[src/rtl/mdu_pkg.sv]
// rtl/mdu_pkg.sv - shared op encodings, FSM states and reset constants for the multiply/divide unit
package mdu_pkg;

    localparam logic [1:0] OP_MULTU = 2'b00;
    localparam logic [1:0] OP_MULT  = 2'b01;
    localparam logic [1:0] OP_DIVU  = 2'b10;
    localparam logic [1:0] OP_DIV   = 2'b11;

    typedef enum logic [1:0] {
        IDLE = 2'b00,
        RUN  = 2'b01,
        FIN  = 2'b10
    } state_t;

    // Every bit of HI/LO takes this value on reset.
    localparam logic RESULT_RESET_BIT = 1'b0;

endpackage

[src/rtl/mdu_step.sv]
// rtl/mdu_step.sv - one radix-2 iteration: shift-add multiply or restoring shift-subtract divide
module mdu_step #(
    parameter int DATA_WIDTH = 32
) (
    input  logic [DATA_WIDTH-1:0] acc,
    input  logic [DATA_WIDTH-1:0] opreg,
    input  logic [DATA_WIDTH-1:0] operand,
    input  logic                  is_div,
    output logic [DATA_WIDTH-1:0] acc_next,
    output logic [DATA_WIDTH-1:0] opreg_next
);

    logic [DATA_WIDTH:0] sum;
    logic [DATA_WIDTH:0] shifted;
    logic [DATA_WIDTH:0] diff;
    logic                fits;

    always_comb begin
        sum     = {1'b0, acc} + (opreg[0] ? {1'b0, operand} : '0);
        shifted = {acc, opreg[DATA_WIDTH-1]};
        diff    = shifted - {1'b0, operand};
        fits    = shifted >= {1'b0, operand};
        if (is_div) begin
            // Remainder stays below the divisor, so the difference always fits DATA_WIDTH bits.
            acc_next   = fits ? diff[DATA_WIDTH-1:0] : shifted[DATA_WIDTH-1:0];
            opreg_next = {opreg[DATA_WIDTH-2:0], fits};
        end else begin
            acc_next   = sum[DATA_WIDTH:1];
            opreg_next = {sum[0], opreg[DATA_WIDTH-1:1]};
        end
    end

endmodule

[src/rtl/iter_mul_div_unit.sv]
// rtl/iter_mul_div_unit.sv - iterative MULT/MULTU/DIV/DIVU unit with HI/LO result registers
module iter_mul_div_unit
    import mdu_pkg::*;
#(
    parameter  int DATA_WIDTH = 32,
    localparam int CNT_WIDTH  = $clog2(DATA_WIDTH) + 1
) (
    input  logic                  clk,
    input  logic                  rst,
    input  logic                  start,
    input  logic [1:0]            op,
    input  logic [DATA_WIDTH-1:0] in1,
    input  logic [DATA_WIDTH-1:0] in2,
    output logic                  busy,
    output logic                  done,
    output logic [DATA_WIDTH-1:0] hi,
    output logic [DATA_WIDTH-1:0] lo,
    output logic                  div_by_zero
);

    localparam logic [CNT_WIDTH-1:0] LAST_STEP = CNT_WIDTH'(DATA_WIDTH - 1);

    state_t                  state, state_next;
    logic [CNT_WIDTH-1:0]    count;
    logic                    div_q, neg_q, rem_neg_q, zero_q;
    logic [DATA_WIDTH-1:0]   acc_q, opreg_q, operand_q;
    logic [DATA_WIDTH-1:0]   acc_next, opreg_next;
    logic                    accept, signed_op, is_div, in1_neg, in2_neg;
    logic [DATA_WIDTH-1:0]   mag1, mag2;
    logic [2*DATA_WIDTH-1:0] prod_fix;
    logic [DATA_WIDTH-1:0]   hi_fix, lo_fix;

    always_ff @(posedge clk) begin
        if (rst) state <= IDLE;
        else     state <= state_next;
    end

    always_comb begin
        state_next = state;
        case (state)
            IDLE:    if (start) state_next = RUN;
            RUN:     if (count == LAST_STEP) state_next = FIN;
            FIN:     state_next = start ? RUN : IDLE;
            default: state_next = IDLE;
        endcase
    end

    always_comb begin
        busy   = (state == RUN);
        accept = start && (state != RUN);
    end

    always_comb begin
        signed_op = (op == OP_MULT) || (op == OP_DIV);
        is_div    = (op == OP_DIVU) || (op == OP_DIV);
        in1_neg   = signed_op && in1[DATA_WIDTH-1];
        in2_neg   = signed_op && in2[DATA_WIDTH-1];
        mag1      = in1_neg ? -in1 : in1;
        mag2      = in2_neg ? -in2 : in2;
    end

    mdu_step #(.DATA_WIDTH(DATA_WIDTH)) u_step (
        .acc        (acc_q),
        .opreg      (opreg_q),
        .operand    (operand_q),
        .is_div     (div_q),
        .acc_next   (acc_next),
        .opreg_next (opreg_next)
    );

    // Sign fix-up on the magnitude result; remainder follows the dividend's sign.
    always_comb begin
        prod_fix = neg_q ? -{acc_q, opreg_q} : {acc_q, opreg_q};
        if (div_q) begin
            hi_fix = rem_neg_q ? -acc_q : acc_q;
            lo_fix = zero_q ? '1 : (neg_q ? -opreg_q : opreg_q);
        end else begin
            hi_fix = prod_fix[2*DATA_WIDTH-1:DATA_WIDTH];
            lo_fix = prod_fix[DATA_WIDTH-1:0];
        end
    end

    always_ff @(posedge clk) begin
        if (rst) begin
            count       <= '0;
            div_q       <= 1'b0;
            neg_q       <= 1'b0;
            rem_neg_q   <= 1'b0;
            zero_q      <= 1'b0;
            acc_q       <= '0;
            opreg_q     <= '0;
            operand_q   <= '0;
            hi          <= {DATA_WIDTH{RESULT_RESET_BIT}};
            lo          <= {DATA_WIDTH{RESULT_RESET_BIT}};
            done        <= 1'b0;
            div_by_zero <= 1'b0;
        end else begin
            done <= 1'b0;
            if (state == RUN) begin
                acc_q   <= acc_next;
                opreg_q <= opreg_next;
                count   <= count + 1'b1;
            end
            if (accept) begin
                count       <= '0;
                div_q       <= is_div;
                neg_q       <= in1_neg ^ in2_neg;
                rem_neg_q   <= in1_neg;
                zero_q      <= is_div && (in2 == '0);
                acc_q       <= '0;
                opreg_q     <= is_div ? mag1 : mag2;
                operand_q   <= is_div ? mag2 : mag1;
                div_by_zero <= 1'b0;
            end
            // A finishing op's flag wins over the clear from a back-to-back start.
            if (state == FIN) begin
                hi          <= hi_fix;
                lo          <= lo_fix;
                done        <= 1'b1;
                div_by_zero <= zero_q;
            end
        end
    end

endmodule

[config.mk]
export PLATFORM = sky130hd
export DESIGN_NAME = iter_mul_div_unit
export DESIGN_NICKNAME = d
export VERILOG_FILES = /design/src/rtl/mdu_pkg.sv /design/src/rtl/mdu_step.sv /design/src/rtl/iter_mul_div_unit.sv
export SDC_FILE = /design/constraint.sdc
export NUM_CORES = 1
export LEC_CHECK = 0
export CORE_MARGIN = 2
export CORE_UTILIZATION = 55
export DETAILED_ROUTE_END_ITERATION = 6
export HOLD_SLACK_MARGIN = 0.03
export PLACE_DENSITY = 0.77
export SYNTH_ARGS = -nofsm -noshare
export SYNTH_HDL_FRONTEND = slang
export SYNTH_SLANG_ARGS = --single-unit
export TNS_END_PERCENT = 10
[constraint.sdc]
create_clock -name clk -period 4.1 [get_ports clk]
set_clock_uncertainty 0.1 [all_clocks]
set_input_delay 1.025 -clock clk [delete_from_list [all_inputs] [get_ports clk]]
set_output_delay 1.025 -clock clk [all_outputs]
set_load 0.01 [all_outputs]
==> results of run 1 <==
==> stage by stage <==
stage          hold slack [ns]  total power (W)  cells  util (%)  cell area [µm²]
2_1_floorplan           0.3319         0.003050   1926         -            14240
3_3_place_gp            0.3384         0.003572   2346     63.74            16140
3_5_place_dp            0.3440         0.003585   2346     63.74            16140
4_1_cts                 0.3556         0.005347   2378     66.27            16780
5_1_grt                 0.3718         0.005606   2378     66.27            16780
6_report                0.3525         0.005388   2378     66.27            16780
==> placed cells by master, fill, tap and decap left out, types with 5 or more instances in the layout <==
cell	netlist	final
inv_1	55	55
o21ai_0	112	112
clkbuf_16	0	17
dfxtp_1	174	173
o31ai_1	31	31
inv_12	0	5
or3_1	21	21
or2_2	9	9
a31oi_1	26	26
a211oi_1	92	92
or4_1	10	10
nor3_1	45	45
nand4_1	12	12
nand3_1	34	34
and2_1	16	16
o41ai_1	10	10
nand2b_1	16	16
nor2b_1	15	14
ha_1	69	69
o21bai_1	10	10
and3_1	7	7
xnor2_1	76	76
buf_4	1	83
clkdlybuf4s50_1	0	133
mux2i_1	42	42
a21o_1	24	24
nand2_1	207	207
mux2_2	10	10
a211o_1	6	6
nor2_1	207	206
nor4_1	16	16
a221o_1	7	7
o211ai_1	47	47
xor2_1	94	94
a21oi_1	185	184
o21a_1	14	14
a221oi_1	16	16
==> Yosys cell counts (12+ instances only) <==
master    number
a211oi_1      92
xor2_1        94
o21a_1        14
dfxtp_1      174
and2_1        16
nand2b_1      16
nand3_1       34
o21ai_0      112
xnor2_1       76
a21o_1        24
nor3_1        45
or3_1         21
nor4_1        16
ha_1          69
nand2_1      207
buf_1         15
nor2_1       207
mux2i_1       42
a221oi_1      16
o31ai_1       31
o211ai_1      47
clkbuf_1     102
nor2b_1       15
inv_1         55
a21oi_1      185
a31oi_1       26
nand4_1       12
==> registers in the layout, indices dropped and copies added (netlist names) <==
signal and cells:
acc_q 32, hi 32, lo 32, operand_q 32, opreg_q 32, count 6, state 2, div_by_zero 1
div_q 1, done 1, neg_q 1, rem_neg_q 1, zero_q 1
==> worst max-delay path by stage <==
stage	from	endpoint	slack [ns]	depth (start not counted)
global route	opreg_q[0]	acc_q[28]	0.02	14
detailed placement	in2[9]	opreg_q[25]	0.05	9
CTS	opreg_q[0]	acc_q[28]	0.25	13
finish	opreg_q[0]	acc_q[28]	0.19	14
global placement	in2[9]	opreg_q[25]	0.09	9
floorplan	opreg_q[0]	acc_q[27]	0.64	14
==> power groups by stage <==
stage	logic, W	registers [W]	clock network [W]
floorplan	0.00119	0.00186	0
global placement	0.00168	0.00189	0
detailed placement	0.00169	0.00190	0
CTS	0.00170	0.00186	0.00179
global route	0.00188	0.00187	0.00186
finish	0.00174	0.00186	0.00179
==> routing by layer <==
metal / vias to the layer above / routed length, µm
met5: - / 0
met4: 0 / 1600
met3: 94 / 4469
met2: 708 / 21090
met1: 6988 / 21460
li1: 7230 / -
==> final cells by class <==
| class | count | area share [%] |
|---|---|---|
| Clock buffer | 17 | 2.535 |
| Inverter | 57 | 1.275 |
| Timing Repair Buffer | 218 | 11.79 |
| Clock inverter | 15 | 1.282 |
| Multi-Input combinational cell | 1567 | 59.88 |
| Sequential cell | 174 | 20.78 |
| Tap cell | 330 | 2.460 |
==> cells by family after synthesis <==
| group | Yosys count |
|---|---|
| buf+inv | 185 |
| xor+xnor | 170 |
| simple gates | 645 |
| compound gates | 629 |
| mux | 52 |
| flops | 174 |
| fa+ha+maj | 71 |
==> worst max-delay path, delay by kind of cell (launching register included) <==
kind                     cells  cell delay, ns
AO/OA/AOI/OAI                7            1.84
adder cells (fa/ha/maj)      1            0.23
buffers and inverters        3            0.67
flip-flops                   1            0.32
multiplexers                 1            0.11
AND/OR/NAND/NOR              2            0.55
==> key figures, run 1 <==
Outcome
  • Outcome: complete, no violations

Synth
  • Synth top area cells: dfxtp_1, a21oi_1, ha_1
  • Synth area leader: dfxtp_1
  • Post-synth EDFFs: 0
  • Post-synthesis compound-gate area fraction: 28.64%
  • #FFs+latches synth: 174
  • Adder-cell share of the synthesized area: 6.346%
  • Syn Nets: 2066
  • Post-synthesis xor/xnor area fraction: 10.46%
  • Multiplexer share of the synthesized area: 3.744%
  • Top_reg_cell synth: dfxtp_1
  • Cells after synthesis: 1926
  • Synth Area in Simple Gates: 21.30%
  • Ys Warns: 0
  • Largest family of logic cells by synthesized area: compound AO/OA/AOI/OAI gates
  • FFs w/ async S/R, synth: 0%
  • Synth top area share: 24.47%
  • Mean Syn Cell Area: 7.392 µm²
  • Sequential area share after synthesis: 24.47%
  • Count of cell types in the netlist: 83
  • Synth Cell Area: 14240 µm²

Setup path
  • Worst stage delay on the critical path: 0.49 ns
  • Crit-path slowest cell: or4b_1
  • Crit path cell chain: inv_1 -> buf_4 -> nor2_1 -> ha_1 -> a2111oi_1 -> o21a_1 -> o21ai_1 -> o31ai_1 -> buf_4 -> or4b_1 -> a31oi_1 -> mux2i_1 -> o31a_1 -> a211oi_1
  • Crit Path Max Fanout: 8
  • Crit Path Category: flip-flop to flip-flop
  • Cell mode on critical path: buf_4
  • RR Endpoint: acc_q[28]
  • R2r startpoint: opreg_q[0]
  • Crit path arrival time: 4.18 ns
  • CP required: 4.37 ns
  • Startpoint Class: flip-flop
  • Worst Reg-to-Reg Cells: 14
  • CP Capture Type: flip-flop
  • R2R Setup Slk: 0.19 ns

Placed design
  • HPWL Detailed: 37.28 mm
  • Port Buffers: 135
  • Pre-CTS setup slack: 0.04703 ns
  • Gp weighted congestion: 0.9947

Global routing
  • Number of global-route vias before repair: 13.40k
  • Met1 usage: 49.35%
  • Largest net degree at the start of global routing: 92
  • Met3 usage: 6.002%
  • Global-route met2 utilization: 53.58%
  • Busiest grt layer: met2
  • GRT Residual Overflow: 0
  • Global-route wire length before repair: 73.76 mm
  • Gr usage total: 35.08%
  • Initial antenna violation count: 1

Route
  • Initial DRC count: 1634
  • DR pass1 iterations: 6
  • Drt wl/cell: 20.44 µm
  • Vias per cell: 6.316
  • Post-route ant nets: 0
  • Final WL: 48.61 mm
  • Drc violations: 0
  • Vias: 15.02k

CTS
  • Latest clock arrival within the worst-skew pair: 0.45 ns
  • Root Driver: clkbuf_16
  • Post-CTS Resized: 0
  • Sink Count: 174
  • Setup bufs post-CTS: 0
  • CTS Buf Count: 17
  • H-tree depth: 4
  • CTS Buffer Depth: 2
  • Reg clk slew, reported paths: 0.08 ns
  • CTS tree: built
  • Hold buffer count at CTS: 0

Power and ir drop
  • Flop pwr share: 34.6%
  • Clk pwr share: 33.2%
  • PwrDens: 321.0 nW/µm²
  • Net Switching: 0.002086 W
  • IR drop worst, VDD: 0.0002197 V
  • Total leakage power: 6.400 nW
  • Comb power frac: 32.2%
  • Switching part of the total power: 38.71%
  • Pint: 0.003303 W

STA
  • Final setup violation count: 0
  • Unrepaired setup endpoints after global routing: false
  • Final setup TNS: 0 ns
  • Final hold vios: 0
  • Slew Viols, Final: 0
  • Fmax: 255.6 MHz
  • Fin crit period: 3.913 ns
  • Final setup margin: 0.1872 ns
  • Final period utilization: 95.43%
  • Worst-margin pin slew: 1.008 ns
  • Slew Limit Headroom: 32.69%

Floorplan
  • Die area: 27190 µm²
  • Top-Level Pins: 136
  • Core area: 25330 µm²
  • Std-Cell Rows: 58
  • Initial core utilization: 56.21%
  • Die width: 164.9 µm
  • Die Ht: 164.9 µm

Cells and area
  • Share of cells above drive strength 1: 7.666%
  • Final #Nets: 2175
  • Antenna Cells: 0
  • Seq. cell area: 3487 µm²
  • Multi-input gate area: 10050 µm²
  • Fill cells: 2221
  • Area Growth Syn to Fin: 17.89%

Hold path
  • Hold WC Path Type: flip-flop to flip-flop
  • Hold Startpoint: hi[14]
  • Hold Path End: hi[14]
  • Hold path depth: 2

Flow run
  • MaxCap Viol Count: 0
Power figures use the tool's default switching activity.
==> run 2: changes to the inputs <==
--- a/config.mk
+++ b/config.mk
@@ -7,6 +7,7 @@
 export LEC_CHECK = 0
 export CORE_MARGIN = 2
 export CORE_UTILIZATION = 55
+export CTS_BUF_LIST = sky130_fd_sc_hd__clkbuf_16
 export DETAILED_ROUTE_END_ITERATION = 6
 export HOLD_SLACK_MARGIN = 0.03
 export PLACE_DENSITY = 0.77
==> constraint.sdc (replaced) <==
create_clock -name clk -period 4.4 [get_ports clk]
set_clock_uncertainty 0.1 [all_clocks]
set_input_delay 1.1 -clock clk [delete_from_list [all_inputs] [get_ports clk]]
set_output_delay 1.1 -clock clk [all_outputs]
set_load 0.02 [all_outputs]
==> run 2 against run 1 <==
Total power fell by 7.7%. Register-to-register slack better by 0.21 ns. Maximum frequency decreased by 2.2%. Sequential power shrank 6%. Design area is 1.3% lower. Combinational power is 9% lower.
==> key figures, run 2 (synthesis results as in run 1) <==
Global routing
  • Gr usage total: 35.36% (+0.28 points)
  • Global-route wire length before repair: 74.80 mm (+1.4%)
  • Number of global-route vias before repair: 13.63k (+1.7%)
  • Largest net degree at the start of global routing: 92 (unchanged)
  • Initial antenna violation count: 1 (unchanged)
  • GRT Residual Overflow: 0 (unchanged)

Setup path
  • Buf+Inv Stages, Crit Path: 1 (-2)
  • Crit-path slowest cell: fa_1
  • Crit path cell chain: inv_1 -> nor2_1 -> fa_1 -> a211oi_1 -> o21ai_0 -> o21ai_0 -> a211oi_1 -> o2111a_1 -> o41ai_2 -> mux2i_1 -> a21oi_1 -> a211oi_1
  • Worst stage delay on the critical path: 0.48 ns (about the same)
  • Crit Path Category: flip-flop to flip-flop
  • Cell mode on critical path: a211oi_1
  • Crit path arrival time: 4.27 ns (+0.09 ns)
  • CP Capture Type: flip-flop
  • Startpoint Class: flip-flop
  • Crit Path Max Fanout: 6 (-2)
  • CP required: 4.67 ns (+0.30 ns)
  • Delay-heaviest family, CP: compound AO/OA/AOI/OAI gates

Placed design
  • HPWL Detailed: 37.00 mm (-0.74%)
  • Pre-CTS setup slack: 0.1831 ns (+0.1361 ns)
  • Gp weighted congestion: 1.002 (+0.69%)
  • Port Buffers: 135 (unchanged)

Floorplan
  • Initial core utilization: 56.21% (unchanged)
  • Top-Level Pins: 136 (unchanged)
  • Die area: 27190 µm² (unchanged)
  • Core area: 25330 µm² (unchanged)
  • Die width: 164.9 µm (unchanged)
  • Std-Cell Rows: 58 (unchanged)
  • Die Ht: 164.9 µm (unchanged)

CTS
  • Latest clock arrival within the worst-skew pair: 0.45 ns (about the same)
  • Sink Count: 174 (unchanged)
  • Post-CTS Resized: 0 (unchanged)
  • CTS Buffer Depth: 2 (unchanged)
  • CTS tree: built
  • Setup bufs post-CTS: 0 (unchanged)
  • Root Driver: clkbuf_16
  • Hold buffer count at CTS: 0 (unchanged)
  • CTS Buf Count: 17 (unchanged)
  • Reg clk slew, reported paths: 0.09 ns (about the same)
  • H-tree depth: 4 (unchanged)

Route
  • Final WL: 48.89 mm (+0.57%)
  • Initial DRC count: 1513 (-7.4%)
  • Drc violations: 0 (unchanged)
  • Vias per cell: 6.330 (+0.22%)
  • Vias: 14.87k (-1.0%)
  • Post-route ant nets: 0 (unchanged)
  • DR pass1 iterations: 5 (-1)
  • Drt wl/cell: 20.81 µm (+1.8%)

Power and ir drop
  • Switching part of the total power: 38.82% (+0.11 points)
  • Pint: 0.003043 W (-7.8%)
  • Power, Total: 0.004974 W (-7.7%)
  • Clk pwr share: 32.9% (-0.3 points)
  • IR drop worst, VDD: 0.0002742 V (+25%)
  • Comb power frac: 32.0% (-0.2 points)
  • Net Switching: 0.001931 W (-7.4%)
  • PwrDens: 300.2 nW/µm² (-6.5%)
  • Total leakage power: 6.255 nW (-2.3%)
  • Flop pwr share: 35.2% (+0.6 points)

Outcome
  • Outcome: complete, no violations

STA
  • WHS: 0.3527 ns (+0.0002630 ns)
  • Slew Limit Headroom: 45.44% (+13 points)
  • Fin crit period: 4.002 ns (+0.08926 ns)
  • Final setup margin: 0.3979 ns (+0.2107 ns)
  • Fmax: 249.9 MHz (-2.2%)
  • Worst-margin pin slew: 0.8184 ns (-0.1892 ns)
  • Final setup TNS: 0 ns (unchanged)
  • Final setup violation count: 0 (unchanged)
  • Slew Viols, Final: 0 (unchanged)
  • Unrepaired setup endpoints after global routing: false
  • Final hold vios: 0 (unchanged)
  • Final period utilization: 90.96% (-4.5 points)

Cells and area
  • Leading cell type in the layout, fill and taps excluded: nand2_1
  • Share of cells above drive strength 1: 6.340% (-1.3 points)
  • Antenna Cells: 0 (unchanged)
  • Seq. cell area: 3487 µm² (unchanged)
  • Final core occ: 65.41% (-0.85 points)
  • Fill cells: 2339 (+5.3%)
  • Area Growth Syn to Fin: 16.37%
  • Final #Nets: 2146 (-1.3%)
  • Multi-input gate area: 10050 µm² (unchanged)
  • Commonest cells after routing, fill and taps aside: nand2_1, nor2_1, a21oi_1

Flow run
  • MaxCap Viol Count: 0 (unchanged)

Hold path
  • Hold WC Path Type: flip-flop to flip-flop
run 2: cell types whose count changed in the layout (fill, tap and decap cells not counted):
cell	change
buf_4	-30
buf_8	+1
clkinv_4	+2
clkinv_8	+2
inv_12	-1
inv_16	-1
inv_6	-1
inv_8	-1
run 2: worst reg2reg max path, cell delays in order (launching register included):
cell and delay (ns):
dfxtp_1 0.37, inv_1 0.31, nor2_1 0.16, fa_1 0.48, a211oi_1 0.21, o21ai_0 0.27, o21ai_0 0.46, a211oi_1 0.23
o2111a_1 0.34, o41ai_2 0.47, mux2i_1 0.24, a21oi_1 0.11, a211oi_1 0.21
run 2: final timing paths:
path / startpoint / end / slack (ns) / depth (start not counted)
worst min-delay path: hi[16] / hi[16] / 0.35 / 2
worst max-delay path: opreg_q[0] / acc_q[27] / 0.40 / 12
worst max register to register: opreg_q[0] / acc_q[27] / 0.40 / 12
worst min register to register: hi[16] / hi[16] / 0.35 / 2
run 2: final cells by class:
| type | instances | share of cell area [%] |
|---|---|---|
| sequential | 174 | 21.05 |
| clock buffer | 17 | 2.568 |
| timing repair buffer | 189 | 10.68 |
| multi-input combinational | 1567 | 60.66 |
| inverter | 57 | 1.291 |
| tap | 330 | 2.492 |
| clock inverter | 15 | 1.261 |
run 2: per-stage QoR:
step                cells  cell area, µm²
finish               2349           16570
global route         2349           16570
CTS                  2348           16550
detailed placement   2316           15920
global placement     2316           15920
floorplan            1926           14240
run 2: power by group through the flow:
stage / combinational [W] / clock (W) / sequential, W
floorplan: 0.00111 / 0 / 0.00173
global placement: 0.00153 / 0 / 0.00178
detailed placement: 0.00154 / 0 / 0.00178
CTS: 0.00155 / 0.00164 / 0.00174
global route: 0.00172 / 0.00169 / 0.00176
finish: 0.00159 / 0.00164 / 0.00175
run 2: per-layer routing:
| metal | routed length [µm] | track usage, % |
|---|---|---|
| met2 | 21720 | 55.91 |
| met1 | 21600 | 48.54 |
| met3 | 4218 | 6.580 |
| met5 | 0 | 0 |
| met4 | 1346 | 11.58 |
